--- src/rtl/rans_state_bank_pkg.sv ---
// rans_pkg: shared defaults and lane-index width helper for the rANS state bank
package rans_pkg;
    localparam int          STATE_W_DEF = 32;
    localparam logic [31:0] RANS_L_DEF  = 32'h0080_0000;
    function automatic int lane_w(input int n);
        return (n > 1) ? $clog2(n) : 1;
    endfunction
endpackage

--- src/rtl/rans_lane_reg.sv ---
// rans_lane_reg: one rANS lane state register with reset, init load and write strobe
module rans_lane_reg import rans_pkg::*; #(
    parameter int W = STATE_W_DEF
) (
    input  logic         clk,
    input  logic         rst,
    input  logic         init_i,
    input  logic [W-1:0] init_val_i,
    input  logic         we_i,
    input  logic [W-1:0] d_i,
    output logic [W-1:0] q_o
);
    logic [W-1:0] state_q, state_d;
    // init outranks a write; otherwise hold unless strobed
    always_comb begin
        state_d = init_i ? init_val_i : (we_i ? d_i : state_q);
    end
    // state register with synchronous reset
    always_ff @(posedge clk) begin
        if (rst) state_q <= '0;
        else     state_q <= state_d;
    end
    assign q_o = state_q;
endmodule

--- src/rtl/rans_state_bank.sv ---
// rans_state_bank: N interleaved rANS lane states, round-robin update; optional RANS_STATE_BANK_FINAL_CHECK_EN end-of-stream check
module rans_state_bank import rans_pkg::*; #(
    parameter int                 N_LANES = 4,
    parameter int                 STATE_W = STATE_W_DEF,
    parameter logic [STATE_W-1:0] RANS_L  = STATE_W'(RANS_L_DEF),
    parameter int                 CNT_W   = 16,
    localparam int                LW      = lane_w(N_LANES)
) (
    input  logic                       clk,
    input  logic                       rst,
    input  logic                       init,
    input  logic [N_LANES*STATE_W-1:0] init_vals,
    input  logic                       upd_valid,
    output logic                       upd_ready,
    input  logic [STATE_W-1:0]         upd_state,
    output logic [LW-1:0]              cur_lane,
    output logic [STATE_W-1:0]         cur_state,
    output logic                       cur_renorm,
    output logic                       lane_wrap,
    output logic [CNT_W-1:0]           upd_count,
    output logic                       final_ok
);
    logic [STATE_W-1:0] lane_q [N_LANES];
    logic [LW-1:0]      lane_ptr_q, lane_ptr_d;
    logic [CNT_W-1:0]   cnt_q, cnt_d;
    logic               wrap_q, wrap_d;
    logic               accept, last_lane;

    assign upd_ready = ~rst & ~init;
    assign accept    = upd_valid & upd_ready;
    assign last_lane = lane_ptr_q == LW'(N_LANES - 1);

    for (genvar k = 0; k < N_LANES; k++) begin : g_lane
        rans_lane_reg #(.W(STATE_W)) u_lane (
            .clk        (clk),
            .rst        (rst),
            .init_i     (init),
            .init_val_i (init_vals[k*STATE_W +: STATE_W]),
            .we_i       (accept && lane_ptr_q == LW'(k)),
            .d_i        (upd_state),
            .q_o        (lane_q[k])
        );
    end

    // pointer advances round-robin, counter saturates, wrap flags an accept on the last lane
    always_comb begin
        lane_ptr_d = accept ? (last_lane ? '0 : lane_ptr_q + 1'b1) : lane_ptr_q;
        cnt_d      = (accept && !(&cnt_q)) ? cnt_q + 1'b1 : cnt_q;
        wrap_d     = accept & last_lane;
    end
    // control registers; init clears them like reset
    always_ff @(posedge clk) begin
        if (rst || init) begin
            lane_ptr_q <= '0;
            cnt_q      <= '0;
            wrap_q     <= 1'b0;
        end else begin
            lane_ptr_q <= lane_ptr_d;
            cnt_q      <= cnt_d;
            wrap_q     <= wrap_d;
        end
    end

    assign cur_lane   = lane_ptr_q;
    assign cur_state  = lane_q[lane_ptr_q];
    assign cur_renorm = cur_state < RANS_L;
    assign lane_wrap  = wrap_q;
    assign upd_count  = cnt_q;

`ifdef RANS_STATE_BANK_FINAL_CHECK_EN
    logic [STATE_W-1:0] cap_q [N_LANES];
    logic               final_q, final_d;
    // evaluate the check on post-edge lane/pointer/counter values
    always_comb begin
        final_d = (lane_ptr_d == '0) && (cnt_d != '0);
        for (int i = 0; i < N_LANES; i++)
            final_d = final_d && (((accept && lane_ptr_q == LW'(i)) ? upd_state : lane_q[i]) == cap_q[i]);
    end
    // init values captured on init; the check result is registered
    always_ff @(posedge clk) begin
        if (rst) begin
            cap_q   <= '{default: '0};
            final_q <= 1'b0;
        end else if (init) begin
            for (int i = 0; i < N_LANES; i++) cap_q[i] <= init_vals[i*STATE_W +: STATE_W];
            final_q <= 1'b0;
        end else begin
            final_q <= final_d;
        end
    end
    assign final_ok = final_q;
`else
    assign final_ok = 1'b0;
`endif
endmodule

--- config.mk ---
export PLATFORM = sky130hd
export DESIGN_NAME = rans_state_bank
export DESIGN_NICKNAME = d
export VERILOG_FILES = /design/src/rtl/rans_state_bank_pkg.sv /design/src/rtl/rans_lane_reg.sv /design/src/rtl/rans_state_bank.sv
export SDC_FILE = /design/constraint.sdc
export NUM_CORES = 1
export LEC_CHECK = 0
export ABC_CLOCK_PERIOD_IN_PS = 4700
export CORE_MARGIN = 3
export CORE_UTILIZATION = 35
export DETAILED_ROUTE_END_ITERATION = 10
export SLEW_MARGIN = 10
export SYNTH_ARGS = -nofsm -noshare
export SYNTH_HDL_FRONTEND = slang
export SYNTH_SLANG_ARGS = --single-unit
--- constraint.sdc ---
create_clock -name clk -period 4.7 [get_ports clk]
set_clock_uncertainty 0.1 [all_clocks]
set_input_delay 0.47 -clock clk [delete_from_list [all_inputs] [get_ports clk]]
set_output_delay 0.47 -clock clk [all_outputs]
set_load 0.05 [all_outputs]
---- Word-level counts from Yosys, hierarchy flattened ----
Index checks and enable logic that the tools add are counted.
cells by class
  add/sub/neg operators ................... 2
  $lt $le $gt $ge ......................... 2
  equal/unequal tests ..................... 3
  mux-type cells .......................... 12
  bitwise gates (word level) .............. 6
  reductions and logical operators ........ 13
operator list
  kind                                                          number
  two-way mux 32 bit                                            10
  binary-select mux 32 bit (select 2 bit)                       1
  less-than comparator 32 x 24 -> 1 bit, second input constant  1
  adder 16 x 1 -> 16 bit, second input constant                 1
  AND reduction 16 bit                                          1
  nonzero test 2 bit                                            4
  logical AND 1 bit                                             5
  equality test 2 bit, second input constant                    2
  bitwise AND 1 bit                                             3
  greater-or-equal comparator 3 bit, second input constant      1
  NOT 2 -> 3 bit                                                1
  adder 2 x 1 -> 2 bit, second input constant                   1
  equality test 2 x 1 -> 1 bit, second input constant           1
  logical NOT 2 bit                                             1
  two-way mux 2 bit                                             1
  NOT 1 bit                                                     2
  logical NOT 1 bit                                             1
  logical OR 1 bit                                              1
word-level totals
  register bits after elaboration ......... 147
  input port bits ......................... 164
  output and inout port bits .............. 54
  logic and storage cells ................. 45

---- Logic depth before layout (Yosys ltp) ----
Gate-level depths: netlist of run 1.
  depth after elaboration ................. 6
  mapped depth ............................ 11
  gate-level depth less buffers ........... 6

---- Modules after synthesis ----
A second synthesis of run 1 with hierarchy kept.
unflattened totals
  cell total of the unflattened synthesis .. 739
  area, all modules ....................... 7,878.8 sq um
modules (own cells, without submodules)
  module           times used  cells each  area each (sq um)  sequential area each (sq um)
  rans_lane_reg    4           142         1,510.2            640.6
  rans_state_bank  1           171         1,838.0            380.4

---- Worst setup path before layout of run 1 ----
OpenSTA, ideal clock, no wires.
  path type ............................... reg2out
  start point ............................. register lane_ptr_q[1] (netlist: cur_lane[1])
  end point ............................... output cur_renorm
  data arrival time ....................... 3,546 ps
  data required time ...................... 4,130 ps
  slack ................................... 584 ps
  cell stages (with the launch flop) ...... 5
  path buffers ............................ 2
  path through ............................ dfxtp_1 > buf_2 > buf_2 > mux4_2 > nor4_1
on the way
  cells in the longest elaborated chain, start to end .. 5
RTL lines
  what                                                   RTL line               text
  start: declaration                                     rans_state_bank.sv:24  logic [LW-1:0] lane_ptr_q, lane_ptr_d;
  start signal: assignment                               rans_state_bank.sv:58  lane_ptr_q <= lane_ptr_d;
  NOT 2 -> 3 bit (not written as such)                   rans_state_bank.sv:65  assign cur_state = lane_q[lane_ptr_q];
  binary-select mux 32 bit (select 2 bit)                rans_state_bank.sv:65
  two-way mux 32 bit (not written as such) (2 in a row)  rans_state_bank.sv:65
  net cur_state[30]                                      rans_state_bank.sv:17  output logic [STATE_W-1:0] cur_state,
  less-than comparator 32 x 24 -> 1 bit                  rans_state_bank.sv:66  assign cur_renorm = cur_state < RANS_L;
  end: declaration                                       rans_state_bank.sv:18  output logic cur_renorm,
The timed path passes the listed nets, and every way through them passes these cells. The select of a mux whose other input is x is not followed.

---- Worst setup path after layout of run 1 ----
  start point ............................. register lane_ptr_q[1] (netlist: cur_lane[1])
  end point ............................... output cur_renorm
on the way
  cells in the longest elaborated chain, start to end .. 5
RTL lines
  what                                                   RTL line
  NOT 2 -> 3 bit (not written as such)                   rans_state_bank.sv:65
  binary-select mux 32 bit (select 2 bit)                rans_state_bank.sv:65
  two-way mux 32 bit (not written as such) (2 in a row)  rans_state_bank.sv:65
  less-than comparator 32 x 24 -> 1 bit                  rans_state_bank.sv:66
No other way between the ends. The select of a mux whose other input is x is not followed.

==> metrics.txt, run 1 <==
pin slew with the least headroom to its limit approximately 860 ps; fin area 10,600 um2; post-synthesis register bit count ~150; synth top area cells dfxtp_1 38%, mux2i_1 17%, mux2_2 12%, mux4_2 9.4%, nor2_1 6.6%; GR Util met1 a little over a quarter; Post-Syn Area per Cell ~11 um2; min-delay src upd_count[15]; core area approximately 21,000 um2; Row Count 53; R2R depth 7; min Tclk post-route roughly 3900 ps; post-route clock period utilization between 80 and 90%; Clk pin slew, worst setup/hold paths about 60 ps; worst hold stages 2; io pins 218; pin count of the biggest net entering global routing 72; synthesized area about 7700 um2; most frequent cells in the layout 214 x clkdlybuf4s50_1, 145 x dfxtp_1, 135 x nor2_1; chip width between 150 and 200 um; cell taking the most area after synthesis dfxtp_1; # nets final 1,069; Root Driver clkbuf_16; GR Util met2 roughly 27%; fin worst setup slack 818 ps; Sink Count 147; Cells after Synth ~720; Die Y around 150 um; multi-input logic area 4460 um2; cts repair resizes 0; worst endpoint required time 4130 ps; Combinational Power Share between 10% and 20%; GR peak layer met2; WHS Endpoint upd_count[15]; synth unique cells 43; R2R Path End g_lane[3].u_lane.q_o[9]; Total Power about 3300 uW; die area between 20,000 and 25,000 um2; Setup TNS 0 ps; share of layout cells above drive strength 1 ~19%; post-DP HPWL 15,100 um; antenna violations before repair 2; Hold Buf Count CTS 0; fin. max-slew vios 0; setup repair after global routing missed its margin no; slew margin rel. approximately 43%; status finished clean; switching portion of total power about a quarter; crit path capture type primary output; DR pass1 iterations 5; clock latency on the worst-skew pair 420 ps; final setup violation count 0; CTS tree built; Register Area ~2900 um2; max-cap violations 0; Initial DRC Count about 250; critical path data arrival time approximately 3300 ps; CTS buffer count 17; Final Hold Viols 0; fill cell count 1,941; WL/cell around 19 um; post-place setup slack 1190 ps; share of total power in the clock network 40.7%; Main synth FF type dfxtp_1; Worst Hold Class register to register; Post-CTS Setup Inserts 0; Area Overhead vs Synth 38.5%; port bufs approximately 220; VDD IR-drop max 0.196 mV; Final Util approximately half; Detail Route Antenna Nets 0; yosys warns 0; sequential fraction of the synthesis area 38.4%; Initial Util 36.0%; vias roughly 6,000; power per cell area approximately 310 nW/um2; met3 Use GR a little under 5%; Switch Pwr between 800 and 900 uW; Synth Net Count just under 900; Post-DP Area roughly 10,000 um2; R2R Setup Slk about 1400 ps; RR Startpoint cur_lane[1]; top-area cell type share of the netlist area 38.4%; worst-path fanout max 19; commonest non-fill, non-tap cell in the layout clkdlybuf4s50_1; WS Path Type register to primary output; DR vias/cell approximately 5.1; Final Routed Wirelength 22,100 um; vias in the first global route about 6,200; worst-case clock buffer depth 2; Final Wtd Congestion roughly 0.75; Int Pwr between 2000 and 2500 uW; htree depth 4; first-pass GRT wire length 34,400 um; Post-synth ARST share 0%; total gr overflow 0; Total GRT Usage 18.2%; EDFF count, synth 0; Seq pwr share 40.8%; DR DRC count 0; Max Freq roughly 260 MHz; Leak between 0.004 and 0.005 uW; Startpoint Class register
## synthesized netlist by cell type, types with 2 or more instances
library cell	number
or3_1	4
buf_1	10
o41ai_1	3
o31ai_1	5
nand4_1	4
nand3_1	6
or4_1	3
xor2_1	2
nor4_1	3
mux4_2	32
nor2_1	135
mux2_2	80
o311ai_0	3
o21ai_0	4
mux2i_1	130
o211ai_1	2
mux2_1	16
nor4bb_1	3
nand2_1	5
buf_2	17
buf_4	7
a21oi_1	8
inv_1	7
dfxtp_1	147
clkbuf_1	26
a211oi_1	32
ha_1	5
## cell type report
| cell class | count | share of cell area, % |
|---|---|---|
| multi-input cells | 499 | 41.9 |
| flip-flops and latches | 147 | 27.7 |
| repair buffers | 228 | 21.3 |
| clock buffers | 22 | 4.56 |
| well taps | 275 | 3.24 |
| clock inverters | 9 | 0.977 |
| inverters | 7 | 0.247 |
| diodes | 1 | 0.0235 |
## metrics by stage
| stage | hold slack, ps | std cells |
|---|---|---|
| final | 392 | 1188 |
| after global routing | 426 | 1187 |
| after CTS | 395 | 1187 |
| after detailed placement | 386 | 1156 |
| after global placement | 384 | 1156 |
| after floorplan | 375 | 715 |
## metal layers
metal  part of all wire, %  vias to the layer above
met5                  0.10                        -
met3                   5.4                       17
met2                    45                      158
met1                    49                     2910
met4                  0.87                        4
li1                      -                     2988
## critical path: stages (launching register included)
cell and delay [ps]:
dfxtp_2 810, mux4_2 630, nor4_1 340, nand2_1 90
nor4_1 180, clkdlybuf4s50_1 860
## power by group through the flow
stage	registers (uW)	clock network [uW]	logic, uW
6_report	1360	1360	620
3_5_place_dp	1390	0	621
4_1_cts	1360	1390	625
2_1_floorplan	1370	0	367
3_3_place_gp	1390	0	619
5_1_grt	1370	1440	666
## worst max-delay path by stage
stage                start    endpoint  slack [ps]  cells past startpoint
6_report       cur_lane[1]  cur_renorm         820                      5
5_1_grt        cur_lane[1]  cur_renorm         660                      5
4_1_cts        cur_lane[1]  cur_renorm         740                      5
3_5_place_dp   cur_lane[1]  cur_renorm        1190                      5
3_3_place_gp   cur_lane[1]  cur_renorm        1200                      5
2_1_floorplan  cur_lane[1]  cur_renorm         580                      4
## registers in the layout, summed over array words and instances, names as in the netlist
| register | cells |
|---|---|
| lane_wrap | 1 |
| upd_count | 16 |
| g_lane.u_lane.q_o | 128 |
| cur_lane | 2 |
## cells by family after synthesis
logic type	count (synthesis)	share of synthesized area [%]
muxes	258	40.5
adders and majority gates	5	0.816
DFF	147	38.4
xor gates and xnor gates	3	0.343
buffers and inverters	69	4.11
other	1	0.0489
and+or+nand+nor	171	9.87
AOI/OAI and AO/OA	61	6.00
No activity file was read; power rests on OpenSTA's default activity.
==> run 2: changes to the inputs <==
ABC_CLOCK_PERIOD_IN_PS = 3830   (was 4700)
clock period = 3.83 ns   (was 4.7 ns; I/O delays follow)
==> run 2 against run 1 <==
Die area is the same; sequential cell count stayed put; first-iteration DRC count shrank 16%; critical path depth decreased by 2; critical path type unchanged.
==> metrics.txt, run 2 (same netlist as run 1, synthesis figures left out) <==
Largest register FFs 128 (unchanged); Max Freq roughly 310 MHz; setup repair after global routing missed its margin no; share of layout cells above drive strength 1 19.1% (+0.57 points); Crit. path cell count 3 (-2); Final Wtd Congestion 0.758 (+1.5%); Post-CTS Setup Inserts 0 (unchanged); power per cell area 387 nW/um2 (+23%); vias 6,085 (+0.13%); diodes inserted 0 (-1); Clk pin slew, worst setup/hold paths 60 ps (about the same); Startpoint Class register; Detail Route Antenna Nets 0 (unchanged); chip width 154 um (unchanged); slowest stage delay, CP 820 ps (-40 ps); delay-heaviest family, CP buffers and inverters; CTS buffer count 17 (unchanged); VDD IR-drop max 0.252 mV (+29%); Area Overhead vs Synth 39.0%; Initial Util 36.0% (unchanged); Row Count 53 (unchanged); Final Hold Viols 0 (unchanged); RR Startpoint cur_lane[0]; post-DP HPWL 14,700 um (-2.8%); worst endpoint required time 3350 ps (-780 ps); post-route clock period utilization a little over four fifths; Final Routed Wirelength 21,400 um (-3.1%); total gr overflow 0 (unchanged); worst-path fanout max 35 (+16); R2R Path End g_lane[3].u_lane.q_o[24]; Worst Setup EP cur_state[3]; most frequent cells in the layout 213 x clkdlybuf4s50_1, 145 x dfxtp_1, 135 x nor2_1; htree depth 4 (unchanged); vias in the first global route 6,092 (-1.6%); DR DRC count 0 (unchanged); antenna violations before repair 0 (-2); DR vias/cell 5.11 (-0.12%); pin slew with the least headroom to its limit 858 ps (-4.23 ps); Hold Buf Count CTS 0 (unchanged); R2R Setup Slk 1130 ps (-260 ps); crit-path cells buf_4 -> mux4_2 -> clkdlybuf4s50_1; critical path data arrival time 2710 ps (-600 ps); core area 21,300 um2 (unchanged); clock latency on the worst-skew pair 410 ps (about the same); crit path capture type primary output; WL/cell 17.9 um (-3.4%); Sink Count 147 (unchanged); Leak 0.00433 uW (+0.44%); post-place setup slack 987 ps (-208 ps); min Tclk post-route 3190 ps; CTS tree built; fin worst setup slack 639 ps (-179 ps); Post-DP Area 10,100 um2 (+0.26%); min-delay src rst; Initial DRC Count 213 (-16%); worst-case clock buffer depth 2 (unchanged); Total GRT Usage 17.6% (-0.62 points); cts repair resizes 0 (unchanged); WS Path Type register to primary output; max-cap violations 0 (unchanged); Die Y 154 um (unchanged); status finished clean; pin count of the biggest net entering global routing 70 (-2.8%); CP Buf/Inv Count 2 (+1); fin. max-slew vios 0 (unchanged); Slowest cell on crit path dfxtp_4; port bufs 216 (unchanged); R2R depth 7 (unchanged); origin of the worst setup path cur_lane[1]; fin area 10,700 um2 (+0.34%); final setup violation count 0 (unchanged); slew margin rel. 42.6% (+0.087 points); io pins 218 (unchanged); Setup TNS 0 ps (unchanged); Root Driver clkbuf_16; commonest non-fill, non-tap cell in the layout clkdlybuf4s50_1; die area 23,700 um2 (unchanged); DR pass1 iterations 5 (unchanged); # nets final 1,073 (+0.37%); Worst Hold Class primary input to register; first-pass GRT wire length 33,300 um (-3.2%); hold slack 354 ps (-38.1 ps)
==> run 2: cell count changes in the layout (fill, tap and decap cells not counted), moves of 2 or more <==
cell and delta:
buf_4 +6, clkinv_2 -2, clkinv_4 +2, clkbuf_8 -2
==> run 2: worst min-delay path by stage <==
stage	to	slack (ps)	depth (start not counted)
3_3_place_gp	g_lane[1].u_lane.q_o[22]	380	2
3_5_place_dp	g_lane[1].u_lane.q_o[14]	390	2
6_report	upd_count[13]	350	3
5_1_grt	upd_count[13]	390	3
2_1_floorplan	g_lane[1].u_lane.q_o[0]	380	2
4_1_cts	upd_count[11]	340	3
==> run 2: power breakdown <==
group / total [uW] / switching [uW] / internal [uW]
registers: 1670 / 46.7 / 1620
clock network: 1700 / 662 / 1040
logic: 757 / 360 / 396
==> run 2: per-stage QoR <==
stage	instances	total power [uW]	util (%)
after CTS	1191	4180	50.1
after global placement	1160	2460	47.3
after global routing	1191	4300	50.1
after detailed placement	1160	2460	47.3
final	1191	4130	50.1
after floorplan	715	2140	-
==> run 2: routing by layer <==
| metal | GRT usage, % | vias to the layer above | wire length (um) |
|---|---|---|---|
| li1 | - | 3001 | - |
| met3 | 4.39 | 12 | 1270 |
| met5 | 0 | - | 0 |
| met4 | 4.16 | 0 | 180 |
| met1 | 24.6 | 2909 | 10100 |
| met2 | 27.4 | 163 | 9840 |
==> run 2: area by class of cell <==
| cell class | count | area, um2 |
|---|---|---|
| fill | 1967 | 10600 |
| multi-input combinational | 499 | 4460 |
| sequential | 147 | 2950 |
| timing repair buffer | 232 | 2280 |
| clock buffer | 19 | 443 |
| tap | 275 | 344 |
| clock inverter | 12 | 158 |
| inverter | 7 | 26.3 |
==> run 2: worst register-to-register path, cell delays in order (launching register included) <==
cell	delay, ps
dfxtp_2	640
buf_4	380
ha_1	230
nor4bb_4	210
buf_4	410
mux2_2	400
mux2i_1	140
nor2_1	50
==> run 3: changes to the inputs <==
ABC_CLOCK_PERIOD_IN_PS = 3210   (was 3830)
clock period = 3.21 ns   (was 3.83 ns; I/O delays follow)
==> run 3 against run 2 <==
First-iteration DRC count increased by 14%; sequential share of layout area decreased by 0.075 points; via count decreased by 0.21%; register-to-register slack got worse by 220 ps; sequential cell count unchanged; utilization increased by 0.094 points; setup slack got worse by 320 ps; global-route usage increased by 0.52 points; die area unchanged; critical path type unchanged.
==> metrics.txt, run 3 (same netlist as run 1, synthesis figures left out) <==
met3 Use GR 4.87% (+0.48 points); Post-CTS Setup Inserts 0 (unchanged); Leak 0.00433 uW (about the same); worst endpoint required time 2790 ps (-560 ps); chip width 154 um (unchanged); CTS buffer count 17 (unchanged); Final Hold Viols 0 (unchanged); CTS tree built; Detail Route Antenna Nets 0 (unchanged); Switch Pwr 1280 uW (+20%); Setup TNS 0 ps (unchanged); Largest register FFs 128 (unchanged); GR peak layer met2; fin. max-slew vios 0 (unchanged); htree depth 4 (unchanged); Row Count 53 (unchanged); Hold Buf Count CTS 0 (unchanged); vias 6,072 (-0.21%); Final Routed Wirelength 21,900 um (+2.6%); Initial Util 36.0% (unchanged); port bufs 216 (unchanged); Combinational Power Share 19.1% (+0.8 points); critical path data arrival time 2470 ps (-240 ps); Clk pin slew, worst setup/hold paths 60 ps (about the same); power per cell area 454 nW/um2 (+17%); antenna violations before repair 3 (+3); switching portion of total power 26.4% (+0.46 points); core area 21,300 um2 (unchanged); cts repair resizes 0 (unchanged); DR DRC count 0 (unchanged); clock latency on the worst-skew pair 410 ps (about the same); Seq pwr share 40.9% (+0.5 points); Worst Hold Class primary input to register; worst hold stages 2 (-1); R2R depth 7 (unchanged); most frequent cells in the layout 213 x clkdlybuf4s50_1, 145 x dfxtp_1, 135 x nor2_1; total gr overflow 0 (unchanged); pin slew with the least headroom to its limit 1070 ps (+216 ps); Sink Count 147 (unchanged); die area 23,700 um2 (unchanged); hold slack 171 ps (-183 ps); post-DP HPWL 14,900 um (+1.2%); Max Freq 346 MHz; Int Pwr 3570 uW (+17%); first-pass GRT wire length 34,000 um (+2.2%); worst-path fanout max 37 (+5.7%); setup repair after global routing missed its margin no; min Tclk post-route between 2000 and 3000 ps; commonest non-fill, non-tap cell in the layout clkdlybuf4s50_1; post-route clock period utilization approximately nine tenths; final setup violation count 0 (unchanged); WL/cell 18.4 um (+2.6%); share of total power in the clock network 40.1% (-1.2 points); vias in the first global route 6,053 (-0.64%); # nets final 1,072 (-0.093%); pin count of the biggest net entering global routing 72 (+2.9%); Final Wtd Congestion 0.771 (+1.7%); DR vias/cell 5.10 (-0.21%); max-cap violations 0 (unchanged); share of layout cells above drive strength 1 19.0% (-0.068 points); DR pass1 iterations 5 (unchanged); dpl cells 1,159 (-0.086%); Final Util 50.2% (+0.094 points); VDD IR-drop max 0.313 mV (+24%); Die Y 154 um (unchanged); io pins 218 (unchanged); crit path capture type primary output; GR Util met2 28.5% (+1.1 points); Initial DRC Count 243 (+14%); final std cells w/o fill 1,191 (unchanged); WS Path Type register to primary output; Total GRT Usage 18.1% (+0.52 points); Area Overhead vs Synth 39.3%; Root Driver clkbuf_16; slew margin rel. 28.4% (-14 points); worst-case clock buffer depth 2 (unchanged); status finished clean; Startpoint Class register; GR Util met1 24.9% (+0.39 points)
-- run 3: cell count changes in the layout (fill, tap and decap cells not counted), sizes merged --
cell      before  now
diode          0    2
inv            8   10
clkbuf        20   18
bufinv         3    2
clkinvlp       3    2
-- run 3: layout make-up --
cell class / instances / area [um2]
fillers: 1954 / 10600
clock buffers: 18 / 439
well taps: 275 / 344
diodes: 2 / 5.00
repair buffers: 231 / 2320
flip-flops and latches: 147 / 2950
clock inverters: 12 / 130
inverters: 7 / 26.3
multi-input cells: 499 / 4470
-- run 3: stage by stage --
stage,worst slack [ps],instance area [um2],power [uW]
2_1_floorplan,125,7690,2550
3_3_place_gp,632,10100,2950
3_5_place_dp,595,10100,2950
4_1_cts,265,10700,4920
5_1_grt,191,10700,5070
6_report,317,10700,4850
-- run 3: metal layers --
layer | vias up | part of all wire, %
met5 | - | 0.12
met4 | 4 | 0.85
met3 | 14 | 5.6
met2 | 182 | 46
met1 | 2878 | 47
li1 | 2994 | -
-- run 3: worst paths after layout --
| kind | start | end | slack (ps) |
|---|---|---|---|
| setup / recovery | cur_lane[1] | cur_renorm | 320 |
| hold / removal | rst | g_lane[3].u_lane.q_o[17] | 170 |
| setup reg to reg | cur_lane[1] | g_lane[3].u_lane.q_o[5] | 910 |
| hold reg to reg | g_lane[1].u_lane.q_o[15] | g_lane[1].u_lane.q_o[15] | 400 |
-- run 3: critical path, stage by stage (launching register included) --
cell     delay (ps)
dfxtp_2         330
buf_12          300
mux4_2          580
nor4_1          280
nand2_1         170
nor4_4          220
buf_12          180
-- run 3: power by group through the flow --
stage          Combinational [uW]  Clock [uW]  Sequential [uW]
2_1_floorplan                 542           0             2010
3_3_place_gp                  927           0             2020
3_5_place_dp                  929           0             2020
4_1_cts                       934        2000             1980
5_1_grt                       992        2080             2000
6_report                      926        1950             1980
